[src/rtl/pipe_scroller.sv]
// Four-pipe obstacle generator for the flappy-bird game: scrolls pipes left one
// pixel per frame and recycles each pipe to the right with an LFSR-derived gap height.
module pipe_scroller #(
  parameter int          SCREEN_W     = 640,
  parameter int          PIPE_SPACING = 160,
  parameter int          PIPE_HALF_W  = 20,
  parameter int          GAP_HALF     = 60,
  parameter int          SPEED        = 1,
  parameter int          GAP_MIN      = 100,
  parameter int          GAP_MAX      = 380,
  parameter logic [15:0] LFSR_SEED    = 16'hACE1
) (
  input  logic             clk,
  input  logic             Reset,
  input  logic             frame_clk,
  input  logic             gameOn,
  input  logic             ded,
  output logic [3:0][12:0] pipeX,
  output logic [3:0][12:0] pipeWidth,
  output logic [3:0][12:0] pipeGapSize,
  output logic [3:0][12:0] pipeGapLocation,
  output logic             scrolling
);

  localparam logic [12:0] SPEED_W   = 13'(SPEED);
  localparam logic [12:0] RANGE_W   = 13'(GAP_MAX - GAP_MIN);
  localparam logic [12:0] WRAP_STEP = 13'(4 * PIPE_SPACING - SPEED);
  localparam logic [12:0] GAP_MIN_W = 13'(GAP_MIN);
  localparam logic [12:0] GAP_MID_W = 13'((GAP_MIN + GAP_MAX) / 2);
  localparam logic [15:0] LFSR_TAPS = 16'hB400;

  typedef enum logic [1:0] {
    IDLE   = 2'd0,
    RUN    = 2'd1,
    FROZEN = 2'd2
  } state_t;

  state_t           state, state_nxt;
  logic             frame_d;
  logic             tick;
  logic [15:0]      lfsr, lfsr_nxt;
  logic [3:0][12:0] pipe_x_nxt, gap_loc_nxt;
  logic [12:0]      r9, gap_new;

  assign tick     = frame_clk & ~frame_d;
  assign lfsr_nxt = {1'b0, lfsr[15:1]} ^ (lfsr[0] ? LFSR_TAPS : 16'h0000);

  // Fold the 9-bit random value into [0, RANGE]; one subtraction suffices since RANGE >= 256.
  assign r9      = {4'd0, lfsr[8:0]};
  assign gap_new = GAP_MIN_W + ((r9 <= RANGE_W) ? r9 : (r9 - RANGE_W - 13'd1));

  always_comb begin
    // NOTE: every output of this block gets a default first so no path can infer a latch.
    state_nxt   = state;
    pipe_x_nxt  = pipeX;
    gap_loc_nxt = pipeGapLocation;
    unique case (state)
      IDLE: begin
        if (ded)         state_nxt = FROZEN;
        else if (gameOn) state_nxt = RUN;
      end
      RUN: begin
        if (ded)          state_nxt = FROZEN;
        else if (!gameOn) state_nxt = IDLE;
        // The update still lands on the cycle ded arrives, since state is RUN here.
        if (tick) begin
          for (int i = 0; i < 4; i++) begin
            if (pipeX[i] >= SPEED_W) begin
              pipe_x_nxt[i] = pipeX[i] - SPEED_W;
            end else begin
              pipe_x_nxt[i]  = pipeX[i] + WRAP_STEP;
              gap_loc_nxt[i] = gap_new;
            end
          end
        end
      end
      default: ;
    endcase
  end

  // NOTE: sequential state uses non-blocking assignments so every register samples pre-edge values.
  always_ff @(posedge clk or posedge Reset) begin
    if (Reset) begin
      state     <= IDLE;
      frame_d   <= 1'b0;
      lfsr      <= LFSR_SEED;
      scrolling <= 1'b0;
      for (int i = 0; i < 4; i++) begin
        pipeX[i]           <= 13'(SCREEN_W + PIPE_HALF_W + i * PIPE_SPACING);
        pipeGapLocation[i] <= GAP_MID_W;
      end
    end else begin
      state           <= state_nxt;
      frame_d         <= frame_clk;
      lfsr            <= lfsr_nxt;
      scrolling       <= (state_nxt == RUN);
      pipeX           <= pipe_x_nxt;
      pipeGapLocation <= gap_loc_nxt;
    end
  end

  always_comb begin
    for (int i = 0; i < 4; i++) begin
      pipeWidth[i]   = 13'(PIPE_HALF_W);
      pipeGapSize[i] = 13'(GAP_HALF);
    end
  end

endmodule
[config.mk]
export PLATFORM = sky130hd
export DESIGN_NAME = pipe_scroller
export DESIGN_NICKNAME = d
export VERILOG_FILES = /design/src/rtl/pipe_scroller.sv
export SDC_FILE = /design/constraint.sdc
export NUM_CORES = 1
export LEC_CHECK = 0
export BUFFER_PORTS_ARGS = -buffer_cell sky130_fd_sc_hd__buf_2
export CAP_MARGIN = 30
export CELL_PAD_IN_SITES_DETAIL_PLACEMENT = 1
export CELL_PAD_IN_SITES_GLOBAL_PLACEMENT = 2
export CORE_ASPECT_RATIO = 0.6
export CORE_MARGIN = 2
export CORE_UTILIZATION = 30
export CTS_CLUSTER_DIAMETER = 100
export DETAILED_ROUTE_END_ITERATION = 12
export GPL_ROUTABILITY_DRIVEN = 0
export HOLD_SLACK_MARGIN = 0.06
export PLACE_DENSITY_LB_ADDON = 0.1
export SETUP_SLACK_MARGIN = 0.4
export SYNTH_ARGS = -nofsm -noshare
export SYNTH_HDL_FRONTEND = slang
export SYNTH_SLANG_ARGS = --single-unit
[constraint.sdc]
create_clock -name clk -period 4.2 [get_ports clk]
set_input_delay 0 -clock clk [delete_from_list [all_inputs] [get_ports clk]]
set_output_delay 0 -clock clk [all_outputs]
set_load 0.005 [all_outputs]
After elaboration in Yosys (flattened, before gate mapping)
Index checks and enable logic that the tools add are counted.
{ "word_totals": {"register_bits": 124, "in_bits": 5, "out_inout_bits": 209, "word_cells": 54} }
{ "op_classes": {"n_addsub": 11, "n_lt_le_gt_ge": 5, "n_eq_ne": 2, "mux": 11, "n_bitwise": 7, "reduce_logical": 6} }
{ "op_table": {"columns": ["op", "n"], "rows": [
  ["$mux W13", 5],
  ["$add A13 B10 Y13 const B", 4],
  ["$ge A13 B1 Y1 const B", 4],
  ["$sub A13 B1 Y13 const B", 4],
  ["$mux W16", 1],
  ["$xor A15 B16 Y16", 1],
  ["$add A7 B13 Y13 const A", 1],
  ["$reduce_and A3 Y1", 4],
  ["$sub A10 B2 Y11 const B", 1],
  ["$sub A9 B9 Y10 const B", 1],
  ["$le A9 B9 Y1 const B", 1],
  ["$mux W2", 4],
  ["$not A1 Y1", 5],
  ["$eq A2 B1 Y1 const B", 2],
  ["$pmux W2 S2", 1],
  ["$logic_not A2 Y1", 1],
  ["$reduce_and A2 Y1", 1],
  ["$and A1 B1 Y1", 1]
]} }

Depth between registers and ports, before layout
Gate-level depths: netlist (run 1).
{ "depth": {"depth_word": 4, "depth_mapped": 13, "depth_no_buf": 12} }

Least setup slack after synthesis (run 1)
OpenSTA, ideal clock, no wires.
{ "synth_path": {"path_type": "register to register", "from": "register lfsr[0]", "to": "register pipeGapLocation[21] in the netlist's numbering", "setup_time_ns": 0.130, "arrival_ns": 2.690, "required_time_ns": 4.070, "setup_slack_ns": 1.379, "path_stages_with_launch": 14, "n_path_buf": 1, "synth_period_minus_slack_ns": 2.821, "path_cell_list": "dfstp_2 buf_6 inv_1 ha_1 nor2b_1 o21a_1 nor3_1 xnor2_1 inv_1 ha_1 a221oi_2 a21oi_2 xnor2_1 o21ai_1"} }
{ "synth_via": {"elab_chain_cells": 4, "elab_cells_between_ends": 5, "cone_classes": "add/sub: 3; order compare: 1; mux: 1"} }
{ "synth_rtl": {"columns": ["item", "line_no", "source"], "rows": [
  ["from (decl)", "41", "logic [15:0] lfsr, lfsr_nxt;"],
  ["from (signal assigned)", "95", "lfsr <= lfsr_nxt;"],
  ["$sub A9 B9 Y10", "50", "assign gap_new = GAP_MIN_W + ((r9 <= RANGE_W) ? r9 : (r9 - RANGE_W - 13'd1));"],
  ["$sub A10 B2 Y11", "50", null],
  ["$mux W13 (*)", "50", null],
  ["$add A7 B13 Y13 (*)", "50", null],
  ["to (signal assigned)", "98", "pipeGapLocation <= gap_loc_nxt;"],
  ["to (decl)", "21", "output logic [3:0][12:0] pipeGapLocation,"]
]} }
Every way passes the cells marked *; elsewhere a longest branch is shown, timed or not.
A chain may end at the register's enable or synchronous reset.

Final worst setup path (run 1)
{ "layout_path": {"from": "register lfsr[0]", "to": "register pipeGapLocation[8] in the netlist's numbering"} }
Same word-level chain as after synthesis.

==> results.py, run 1 <==
metrics = {
    "run_status": {
        "status": "finished, final reports clean",
    },
    "sta": {
        "setup_viol": 0,
        "finalHoldWorstSlack_ns": 0.291,
        "finalCritPeriodShare_pct": 76.6,
        "min_period_ns": 3.22,
        "fmax_ghz": 0.311,
        "max_slew_margin_pct": 44.1,
        "hold_violations": 0,
        "finalClockSkew_ns": 0.00870,
        "tns_ns": 0,
        "drv_slew": 0,
        "tightest_slew_ns": 0.838,
        "rsz0062_at_grt": "no",
        "setup_slack_ns": 0.981,
    },
    "layout": {
        "layout_common_cells": "buf_2, conb_1, dfrtp_1, nand2_1, dfstp_2",
        "drive_gt1_share_pct": 28.3,
        "syn_to_final_growth_pct": 18.0,
        "final_common_cell": "buf_2",
        "nets": 741,
        "insertedDiodeCount": 0,
        "final_cell_area_um2": 7360,
    },
    "clock_network": {
        "clk_pin_slew_worst_paths_ns": 0.06,
        "htreeDepth": 4,
        "clkSinkCount": 124,
        "clock_path_buffers": 2,
        "post_cts_resized": 0,
        "numCtsBuffers": 17,
        "insertion_delay_ns": 0.42,
        "cts-root-buf": "clkbuf_16",
        "cts_tree": "done",
    },
    "placement": {
        "placed_cell_area_um2": 6700,
        "hpwl_mm": 12.3,
        "portBuffers": 109,
        "dp_slack_ns": 0.981,
    },
    "die": {
        "dieArea_um2": 22000,
        "io_pins": 214,
        "rows": 40,
        "die_w_um": 190,
        "core_area_um2": 20200,
        "die_h_um": 116,
        "start_util_pct": 30.9,
    },
    "drt": {
        "wl_mm": 16.3,
        "vias_per_cell": 4.36,
        "wire_per_inst_um": 16.2,
        "first_pass_iters": 4,
        "drt_iter0_drc": 115,
        "postRouteAntennaNets": 0,
        "num_vias": 4404,
        "drc_errors": 0,
    },
    "synth": {
        "avgSynthCellArea_um2": 10.3,
        "seq_area_frac_synth_pct": 50.6,
        "synth_edf_count": 0,
        "synth_warnings": 0,
        "synthesis.area_um2": 6240,
        "ys_ff_latch": 124,
        "ys.flop_type": "dfrtp_1",
        "synth.distinct_cells": 54,
        "syn_inst": 604,
        "async_flop_share_pct": 100,
    },
    "global_route": {
        "grt_pass1_wl_mm": 25.3,
        "grt_pass1_vias": 4505,
        "grt_max_degree": 68,
        "grt-ovfl-total": 0,
        "grt_usage_pct": 15.2,
        "antenna_found_initial": 0,
    },
    "setup_path": {
        "path_class": "flop to flop",
        "endpoint_kind": "flop",
        "startpoint_type": "flop",
        "crit_required_ns": 4.47,
        "critPathArrivalTime_ns": 3.49,
        "crit_path_max_fanout": 8,
    },
    "worst_hold_path": {
        "min_path_type": "input pin to async pin",
    },
    "power_and_ir_drop": {
        "p_per_area_nw_per_um2": 381,
        "share_seq_of_total_power_pct": 43.1,
        "power.internal_mw": 2.19,
        "p_leak_nw": 3.83,
        "p_switching_mw": 0.606,
        "p_sw_share_pct": 21.7,
        "ir_drop_uv": 279,
        "p_total_mw": 2.80,
        "power_frac_comb_pct": 2.5,
        "pwr-share-clk_pct": 54.4,
    },
    "flow_run": {
        "cap_violations": 0,
    },
}
==> path summary, 6_finish.rpt <==
path / start / endpoint / slack, ns / cells after the start
max: lfsr[0] / pipeGapLocation[8] / 0.98 / 12
min: Reset / pipeX[8] / 0.29 / 3
max reg2reg: lfsr[0] / pipeGapLocation[8] / 0.98 / 12
min reg2reg: lfsr[9] / lfsr[8] / 0.34 / 0
max in group asynchronous: Reset / pipeX[22] / 2.91 / 4
min in group clk: frame_clk / frame_d / 0.29 / 2
==> critical path, stage by stage (launching register included) <==
cell	delay [ns]
dfstp_2	0.63
inv_1	0.11
ha_1	0.21
nor2b_1	0.15
o21ai_2	0.19
nand3_1	0.11
xor2_1	0.27
inv_1	0.15
ha_1	0.27
a221oi_2	0.38
a21oi_2	0.13
xnor2_1	0.35
o21ai_1	0.13
==> logic make-up (layout without fill, tap and decap cells) <==
| logic type | after synthesis | in the layout | share of synthesized area, % |
|---|---|---|---|
| compound gates | 71 | 71 | 6.84 |
| xor+xnor | 61 | 61 | 8.57 |
| fa+ha+maj | 13 | 13 | 2.61 |
| buf+inv | 137 | 167 | 14.8 |
| flops | 124 | 124 | 50.6 |
| mux | 9 | 9 | 1.61 |
| other cells | 2 | 104 | 0.120 |
| simple gates | 187 | 187 | 14.8 |
==> cell usage after synthesis, types with 12 or more instances <==
cell type  instances  area share, %
buf_4            105             13
dfrtp_1           80             32
nand2_1           65            3.9
dfstp_2           44             19
nor2_1            36            2.2
o21ai_0           35            2.8
xor2_1            32            4.5
xnor2_1           29            4.1
nor3_1            24            1.9
inv_1             17            1.0
nor4_1            14            1.4
ha_1              13            2.6
a21oi_1           12           0.96
==> stage by stage <==
step / util [%] / instances
CTS: 36.5 / 1009
finish: 36.5 / 1009
detailed placement: 33.2 / 973
global placement: 33.2 / 973
floorplan: - / 706
global route: 36.5 / 1009
==> routing by layer <==
metal / wire, µm / GRT usage (%) / share of wire (%)
met2: 6770 / 22.1 / 42
met3: 864 / 3.03 / 5.3
met5: 0 / 0 / 0
met4: 245 / 5.99 / 1.5
met1: 8420 / 22.3 / 52
==> power by group through the flow <==
stage	clock network [mW]	registers, mW	logic (mW)
finish	1.52	1.21	0.0690
global route	1.62	1.21	0.0819
CTS	1.57	1.21	0.0689
detailed placement	0	1.23	0.0659
global placement	0	1.23	0.0640
floorplan	0	1.22	0.117
==> flip-flops by register name, indices dropped and copies added (netlist names) <==
register and flops:
lfsr 16, state 2, scrolling 1, frame_d 1, pipeGapLocation 52, pipeX 52
==> repair_timing <==
action                    in CTS  in global routing
buffers inserted               0                  0
hold endpoints to repair      48                  0
hold buffers                   4                  0
==> final cells by class <==
class                      instances  area [µm²]
tap                              273         342
clock inverter                    10         140
timing repair buffer             118         623
fill                            2306       12800
clock buffer                      22         474
inverter                          17        66.3
sequential                       124        3160
multi-input combinational        445        2550
No activity file was read; power rests on OpenSTA's default activity.
==> run 2: changes to the inputs <==
--- a/config.mk
+++ b/config.mk
@@ -5,13 +5,14 @@
 export SDC_FILE = /design/constraint.sdc
 export NUM_CORES = 1
 export LEC_CHECK = 0
+export ABC_AREA = 1
 export BUFFER_PORTS_ARGS = -buffer_cell sky130_fd_sc_hd__buf_2
 export CAP_MARGIN = 30
 export CELL_PAD_IN_SITES_DETAIL_PLACEMENT = 1
 export CELL_PAD_IN_SITES_GLOBAL_PLACEMENT = 2
 export CORE_ASPECT_RATIO = 0.6
 export CORE_MARGIN = 2
-export CORE_UTILIZATION = 30
+export CORE_UTILIZATION = 27
 export CTS_CLUSTER_DIAMETER = 100
 export DETAILED_ROUTE_END_ITERATION = 12
 export GPL_ROUTABILITY_DRIVEN = 0
==> constraint.sdc (replaced) <==
create_clock -name clk -period 2.7 [get_ports clk]
set_input_delay 0 -clock clk [delete_from_list [all_inputs] [get_ports clk]]
set_output_delay 0 -clock clk [all_outputs]
set_load 0.005 [all_outputs]
==> run 2 against run 1 <==
  * Power increased by 58%
  * Via count increased by 12%
  * Final area increased by 7.3%
  * Critical path depth increased by 2
  * Register-to-register slack got worse by 0.43 ns
  * Maximum frequency increased by 50%
  * First-iteration DRC count increased by 41%
  * Routed wire length increased by 14%
  * Utilization decreased by 3.8 points
==> results.py, run 2 <==
metrics = {
    "run_status": {
        "status": "finished, final reports clean",
    },
    "placement": {
        "dp.cells": 1150,
        "hpwl_mm": 14.0,
        "dp_slack_ns": 0.189,
        "portBuffers": 109,
    },
    "sta": {
        "tightest_slew_ns": 0.709,
        "finalCritPeriodShare_pct": 79.6,
        "setup_slack_ns": 0.550,
        "min_period_ns": 2.15,
        "fmax_ghz": 0.465,
        "drv_slew": 0,
        "rsz0062_at_grt": "yes",
        "max_slew_margin_pct": 52.2,
        "tns_ns": 0,
        "hold_violations": 0,
        "finalClockSkew_ns": 0.0134,
        "setup_viol": 0,
    },
    "die": {
        "die_w_um": 206,
        "rows": 44,
        "dieArea_um2": 25900,
        "io_pins": 214,
        "die_h_um": 125,
        "core_area_um2": 24200,
        "start_util_pct": 27.5,
    },
    "synth": {
        "ys.flop_type": "dfrtp_1",
        "yosys-top-cells-count": "nand2_1, buf_4, dfrtp_1",
        "synth.distinct_cells": 37,
        "seq_area_frac_synth_pct": 47.6,
        "synthesis.area_um2": 6640,
        "async_flop_share_pct": 100,
        "ys_top_cells_by_area": "dfrtp_1, dfstp_2, buf_4",
        "synth_warnings": 0,
        "synthDominantCellAreaShare_pct": 30.1,
        "yosys.cell_count.top_type": "nand2_1",
        "syn_inst": 726,
        "ys_ff_latch": 124,
        "synth_edf_count": 0,
        "synth_top_cell_by_area": "dfrtp_1",
        "avgSynthCellArea_um2": 9.15,
    },
    "drt": {
        "first_pass_iters": 4,
        "drt_iter0_drc": 162,
        "postRouteAntennaNets": 0,
        "vias_per_cell": 4.14,
        "num_vias": 4926,
        "wire_per_inst_um": 15.6,
        "drc_errors": 0,
        "wl_mm": 18.5,
    },
    "power_and_ir_drop": {
        "p_switching_mw": 1.01,
        "p_sw_share_pct": 22.9,
        "power.internal_mw": 3.40,
        "pwr-share-clk_pct": 54.3,
        "p_per_area_nw_per_um2": 559,
        "p_total_mw": 4.41,
        "power_frac_comb_pct": 3.1,
        "ir_drop_uv": 414,
        "p_leak_nw": 4.13,
        "share_seq_of_total_power_pct": 42.7,
    },
    "setup_path": {
        "endpoint_kind": "flop",
        "worst-path-buf-inv": 1,
        "crit_path_max_incr_delay_ns": 0.53,
        "critical_path_cell_count": 14,
        "startpoint_type": "flop",
        "crit_path_max_fanout": 4,
        "path_class": "flop to flop",
        "crit_chain": "inv_2 > ha_1 > nand2_2 > nand2_4 > a21oi_4 > nor2_1 > a21oi_2 > ha_2 > nand3_2 > nand3_2 > nand2_1 > nand2_2 > nand3_1 > nand2_1",
        "cp_slowest_cell": "dfstp_2",
        "cp_top_family": "simple AND/OR/NAND/NOR gates",
        "critPathArrivalTime_ns": 2.52,
        "crit_required_ns": 3.07,
        "worst_r2r_path_depth": 14,
    },
    "global_route": {
        "grt_usage_pct": 14.5,
        "grt_pass1_vias": 4920,
        "grt-ovfl-total": 0,
        "grt_max_degree": 125,
        "grt_pass1_wl_mm": 28.4,
        "antenna_found_initial": 0,
    },
    "clock_network": {
        "numCtsBuffers": 17,
        "htreeDepth": 4,
        "clk_pin_slew_worst_paths_ns": 0.07,
        "clkSinkCount": 124,
        "clock_path_buffers": 2,
        "cts-root-buf": "clkbuf_16",
        "cts_tree": "done",
        "insertion_delay_ns": 0.43,
    },
    "layout": {
        "multi_input_area_um2": 2850,
        "syn_to_final_growth_pct": 18.9,
        "insertedDiodeCount": 0,
        "final_common_cell": "nand2_1",
        "fillCellCount": 2905,
        "regArea_um2": 3160,
        "final_cells": 1190,
        "layout_common_cells": "nand2_1, buf_2, conb_1, dfrtp_1, nor2_1",
        "nets": 873,
        "largestRegisters": "pipeGapLocation: 52 flops, pipeX: 52 flops, lfsr: 16 flops",
        "drive_gt1_share_pct": 29.1,
    },
    "flow_run": {
        "cap_violations": 0,
    },
    "worst_hold_path": {
        "whs_path_depth": 2,
        "min_path_type": "input pin to flop",
    },
}
[run 2: changes by cell type in the layout (fill, tap and decap cells not counted), moves of 11 or more]
cell / before / now
inv_1: 16 / 43
nor2_1: 36 / 49
nor3_1: 24 / 9
nand3_1: 10 / 47
a21oi_1: 12 / 0
o21ai_0: 35 / 24
nand2_1: 65 / 162
[run 2: final timing paths]
kind | startpoint | slack [ns] | endpoint
min in group asynchronous | Reset | 0.29 | pipeX[31]
min | frame_clk | 0.24 | frame_d
max | lfsr[0] | 0.55 | pipeGapLocation[21]
max reg2reg | lfsr[0] | 0.55 | pipeGapLocation[21]
min reg2reg | lfsr[9] | 0.35 | lfsr[8]
max in group asynchronous | Reset | 1.84 | pipeX[16]
[run 2: layout make-up]
| class | count | share of cell area [%] |
|---|---|---|
| flip-flops and latches | 124 | 40.0 |
| well taps | 322 | 5.10 |
| clock inverters | 10 | 1.77 |
| multi-input cells | 535 | 36.0 |
| repair buffers | 123 | 8.52 |
| clock buffers | 22 | 5.88 |
| inverters | 54 | 2.66 |
[run 2: per-layer routing]
layer | vias up | GRT usage, % | wire length (µm)
li1 | 2351 | - | -
met1 | 2449 | 22.0 | 9790
met2 | 113 | 19.9 | 7550
met3 | 13 | 3.99 | 1030
met4 | 0 | 3.57 | 154
met5 | - | 0 | 0
[run 2: power groups by stage]
stage                     registers (mW)  logic, mW  clock network (mW)
after floorplan                     1.91      0.199                   0
after global placement              1.91      0.129                   0
after detailed placement            1.91      0.130                   0
after CTS                           1.88      0.136                2.46
after global routing                1.88      0.161                2.53
final                               1.88      0.135                2.40
[run 2: cell families after synthesis]
group | count (synthesis) | share of synthesized area, %
AO/OA/AOI/OAI | 37 | 3.35
adder cells (fa/ha/maj) | 13 | 2.45
other | 2 | 0.113
buffers and inverters | 169 | 16.2
XOR/XNOR | 57 | 7.52
AND/OR/NAND/NOR | 324 | 22.8
flip-flops | 124 | 47.6
[run 2: timing repair]
item,4_1_cts,5_1_grt
gates resized for setup,1,15
setup endpoints to repair,19,32
hold buffers,4,0
endpoints found under the hold margin,84,0
pin swaps,0,3
buffers inserted,1,3
[run 2: through the flow]
| stage | hold WS [ns] | instance area (µm²) | utilization [%] |
|---|---|---|---|
| floorplan | 0.0314 | 7030 | - |
| detailed placement | 0.136 | 7160 | 29.6 |
| CTS | 0.216 | 7820 | 32.3 |
| global placement | 0.127 | 7160 | 29.6 |
| global route | 0.262 | 7900 | 32.7 |
| finish | 0.244 | 7900 | 32.7 |
==> run 3: changes to the inputs <==
--- a/config.mk
+++ b/config.mk
@@ -12,7 +12,7 @@
 export CELL_PAD_IN_SITES_GLOBAL_PLACEMENT = 2
 export CORE_ASPECT_RATIO = 0.6
 export CORE_MARGIN = 2
-export CORE_UTILIZATION = 27
+export CORE_UTILIZATION = 30
 export CTS_CLUSTER_DIAMETER = 100
 export DETAILED_ROUTE_END_ITERATION = 12
 export GPL_ROUTABILITY_DRIVEN = 0
==> constraint.sdc (replaced) <==
create_clock -name clk -period 1.99 [get_ports clk]
set_input_delay 0 -clock clk [delete_from_list [all_inputs] [get_ports clk]]
set_output_delay 0 -clock clk [all_outputs]
set_load 0.005 [all_outputs]
==> run 3 against run 2 <==
  * The flow now finishes with violations (setup timing)
  * Global-route usage is 2.8 points higher
  * Combinational power is 90% higher
  * Maximum frequency is 7.4% higher
  * Final area is 21% higher
  * Cell count is 6.6% higher
  * Clock skew is 0.0014 ns higher
  * Sequential share of layout area is 6.9 points lower
  * Clock-buffer cell count is 4 lower
  * Clock power is 32% higher
  * Worst setup slack worse by 0.56 ns
  * Non-clock buffer count is 109 higher
  * Die area is 9.8% lower
==> results.py, run 3 (synthesis results as in run 2) <==
metrics = {
    "run_status": {
        "status": "finished, violations left",
        "violations": "setup timing",
    },
    "layout": {
        "final_common_cell": "nand2_1",
        "drive_gt1_share_pct": 49.5,
        "syn_to_final_growth_pct": 44.1,
        "insertedDiodeCount": 0,
        "layout_common_cells": "nand2_1, buf_2, conb_1, buf_4, dfrtp_1",
        "fillCellCount": 2515,
        "nets": 987,
        "largestRegisters": "pipeGapLocation: 52 flops, pipeX: 52 flops, lfsr: 16 flops",
        "final_cell_area_um2": 9570,
        "regArea_um2": 3170,
        "multi_input_area_um2": 3540,
    },
    "die": {
        "die_w_um": 196,
        "io_pins": 214,
        "start_util_pct": 30.4,
        "core_area_um2": 21900,
        "dieArea_um2": 23400,
        "rows": 42,
        "die_h_um": 119,
    },
    "global_route": {
        "grt_pass1_wl_mm": 31.0,
        "grt_max_degree": 36,
        "grt-ovfl-total": 0,
        "grt_usage_pct": 17.3,
        "antenna_found_initial": 0,
        "grt_pass1_vias": 5456,
    },
    "setup_path": {
        "path_class": "flop to flop",
        "startpoint_type": "flop",
        "cp_top_family": "simple AND/OR/NAND/NOR gates",
        "crit_chain": "inv_4 > ha_4 > nand2_4 > nand2_4 > a21oi_4 > nor2_4 > a21oi_4 > ha_4 > nand3_4 > nand3_2 > nand2_1 > nand2_2 > nand3_2 > nand2_1",
        "crit_path_max_incr_delay_ns": 0.55,
        "critPathArrivalTime_ns": 2.36,
        "endpoint_kind": "flop",
        "worst_r2r_path_depth": 14,
        "crit_path_max_fanout": 4,
        "crit_required_ns": 2.35,
        "worst-path-buf-inv": 1,
        "reg2reg_to": "pipeGapLocation[8]",
        "cp_slowest_cell": "dfstp_2",
        "r2r_slack_ns": -0.01,
        "r2r_start": "lfsr[0]",
    },
    "sta": {
        "setup_viol": 2,
        "fmax_ghz": 0.500,
        "finalCritPeriodShare_pct": 101,
        "rsz0062_at_grt": "yes",
        "tns_ns": -0.0231,
        "finalClockSkew_ns": 0.0148,
        "drv_slew": 0,
        "min_period_ns": 2.00,
        "setup_slack_ns": -0.0119,
        "hold_violations": 0,
    },
    "clock_network": {
        "numCtsBuffers": 17,
        "clkSinkCount": 124,
        "htreeDepth": 4,
        "cts_tree": "done",
        "clk_pin_slew_worst_paths_ns": 0.07,
        "insertion_delay_ns": 0.43,
        "cts-root-buf": "clkbuf_16",
        "clock_path_buffers": 2,
    },
    "drt": {
        "first_pass_iters": 4,
        "drt_iter0_drc": 194,
        "drc_errors": 0,
        "wire_per_inst_um": 16.3,
        "postRouteAntennaNets": 0,
        "wl_mm": 20.7,
        "vias_per_cell": 4.26,
        "num_vias": 5406,
    },
    "placement": {
        "placed_cell_area_um2": 7460,
        "hpwl_mm": 14.2,
        "portBuffers": 109,
    },
    "power_and_ir_drop": {
        "p_per_area_nw_per_um2": 625,
        "p_total_mw": 5.98,
        "p_leak_nw": 4.90,
        "ir_drop_uv": 568,
    },
    "flow_run": {
        "cap_violations": 0,
    },
    "worst_hold_path": {
        "min_path_type": "input pin to async pin",
    },
}
## run 3: cell types whose count changed in the layout (fill, tap and decap cells not counted), moves of 13 or more
cell and delta:
buf_4 +86, nand2_1 -29, nor2_1 -25, nand3_1 -22, nand2_2 +20, buf_6 +17, nor2_4 +14, nand3_2 +13
o21ai_0 -13
## run 3: worst reg2reg max path: stages, from the launching register on
cell and delay [ns]:
dfstp_2 0.55, inv_4 0.05, ha_4 0.15, nand2_4 0.06, nand2_4 0.06, a21oi_4 0.20, nor2_4 0.07, a21oi_4 0.16
ha_4 0.18, nand3_4 0.07, nand3_2 0.08, nand2_1 0.06, nand2_2 0.11, nand3_2 0.08, nand2_1 0.07
## run 3: power by group
group	total, mW	internal [mW]	switching (mW)
clock network	3.17	1.87	1.30
registers	2.55	2.54	0.0130
logic	0.257	0.0827	0.175
## run 3: repair_timing
| action | CTS | global route |
|---|---|---|
| hold buffers | 4 | 0 |
| setup endpoints to repair | 70 | 75 |
| buffers inserted | 39 | 39 |
| gates resized for setup | 75 | 132 |
| gates cloned | 4 | 1 |
| pin swaps | 25 | 48 |
| hold endpoints to repair | 21 | 0 |
## run 3: worst max-delay path by stage
| stage | startpoint | end | slack (ns) | depth (start not counted) |
|---|---|---|---|---|
| floorplan | lfsr[0] | pipeGapLocation[47] | -0.08 | 15 |
| global placement | lfsr[1] | pipeGapLocation[33] | -0.003 | 13 |
| detailed placement | lfsr[1] | pipeGapLocation[33] | -0.14 | 13 |
| CTS | lfsr[0] | pipeGapLocation[8] | 0.01 | 16 |
| global route | lfsr[1] | pipeGapLocation[33] | -0.17 | 13 |
| finish | lfsr[0] | pipeGapLocation[8] | -0.01 | 14 |
## run 3: layout make-up
class | count | share of cell area (%)
Sequential cell | 124 | 33.1
Clock inverter | 14 | 1.66
Multi-Input combinational cell | 538 | 37.0
Tap cell | 286 | 3.74
Clock buffer | 18 | 4.48
Timing Repair inverter | 2 | 0.209
Timing Repair Buffer | 232 | 17.0
Inverter | 54 | 2.76
## run 3: layer usage
| metal | track usage [%] | vias up | share of wire (%) |
|---|---|---|---|
| li1 | - | 2590 | - |
| met1 | 25.8 | 2657 | 50 |
| met2 | 25.1 | 142 | 45 |
| met3 | 4.05 | 17 | 4.4 |
| met4 | 4.21 | 0 | 0.90 |
| met5 | 0 | - | 0 |
## run 3: through the flow
step	util [%]	hold WS [ns]	worst slack, ns	cells
6_report	43.8	0.170	-0.0119	1268
5_1_grt	43.8	0.191	-0.172	1268
4_1_cts	39.8	0.260	0.0144	1227
3_5_place_dp	34.1	0.152	-0.142	1148
3_3_place_gp	34.1	0.149	-0.00340	1148
2_1_floorplan	-	0.0314	-0.0774	828
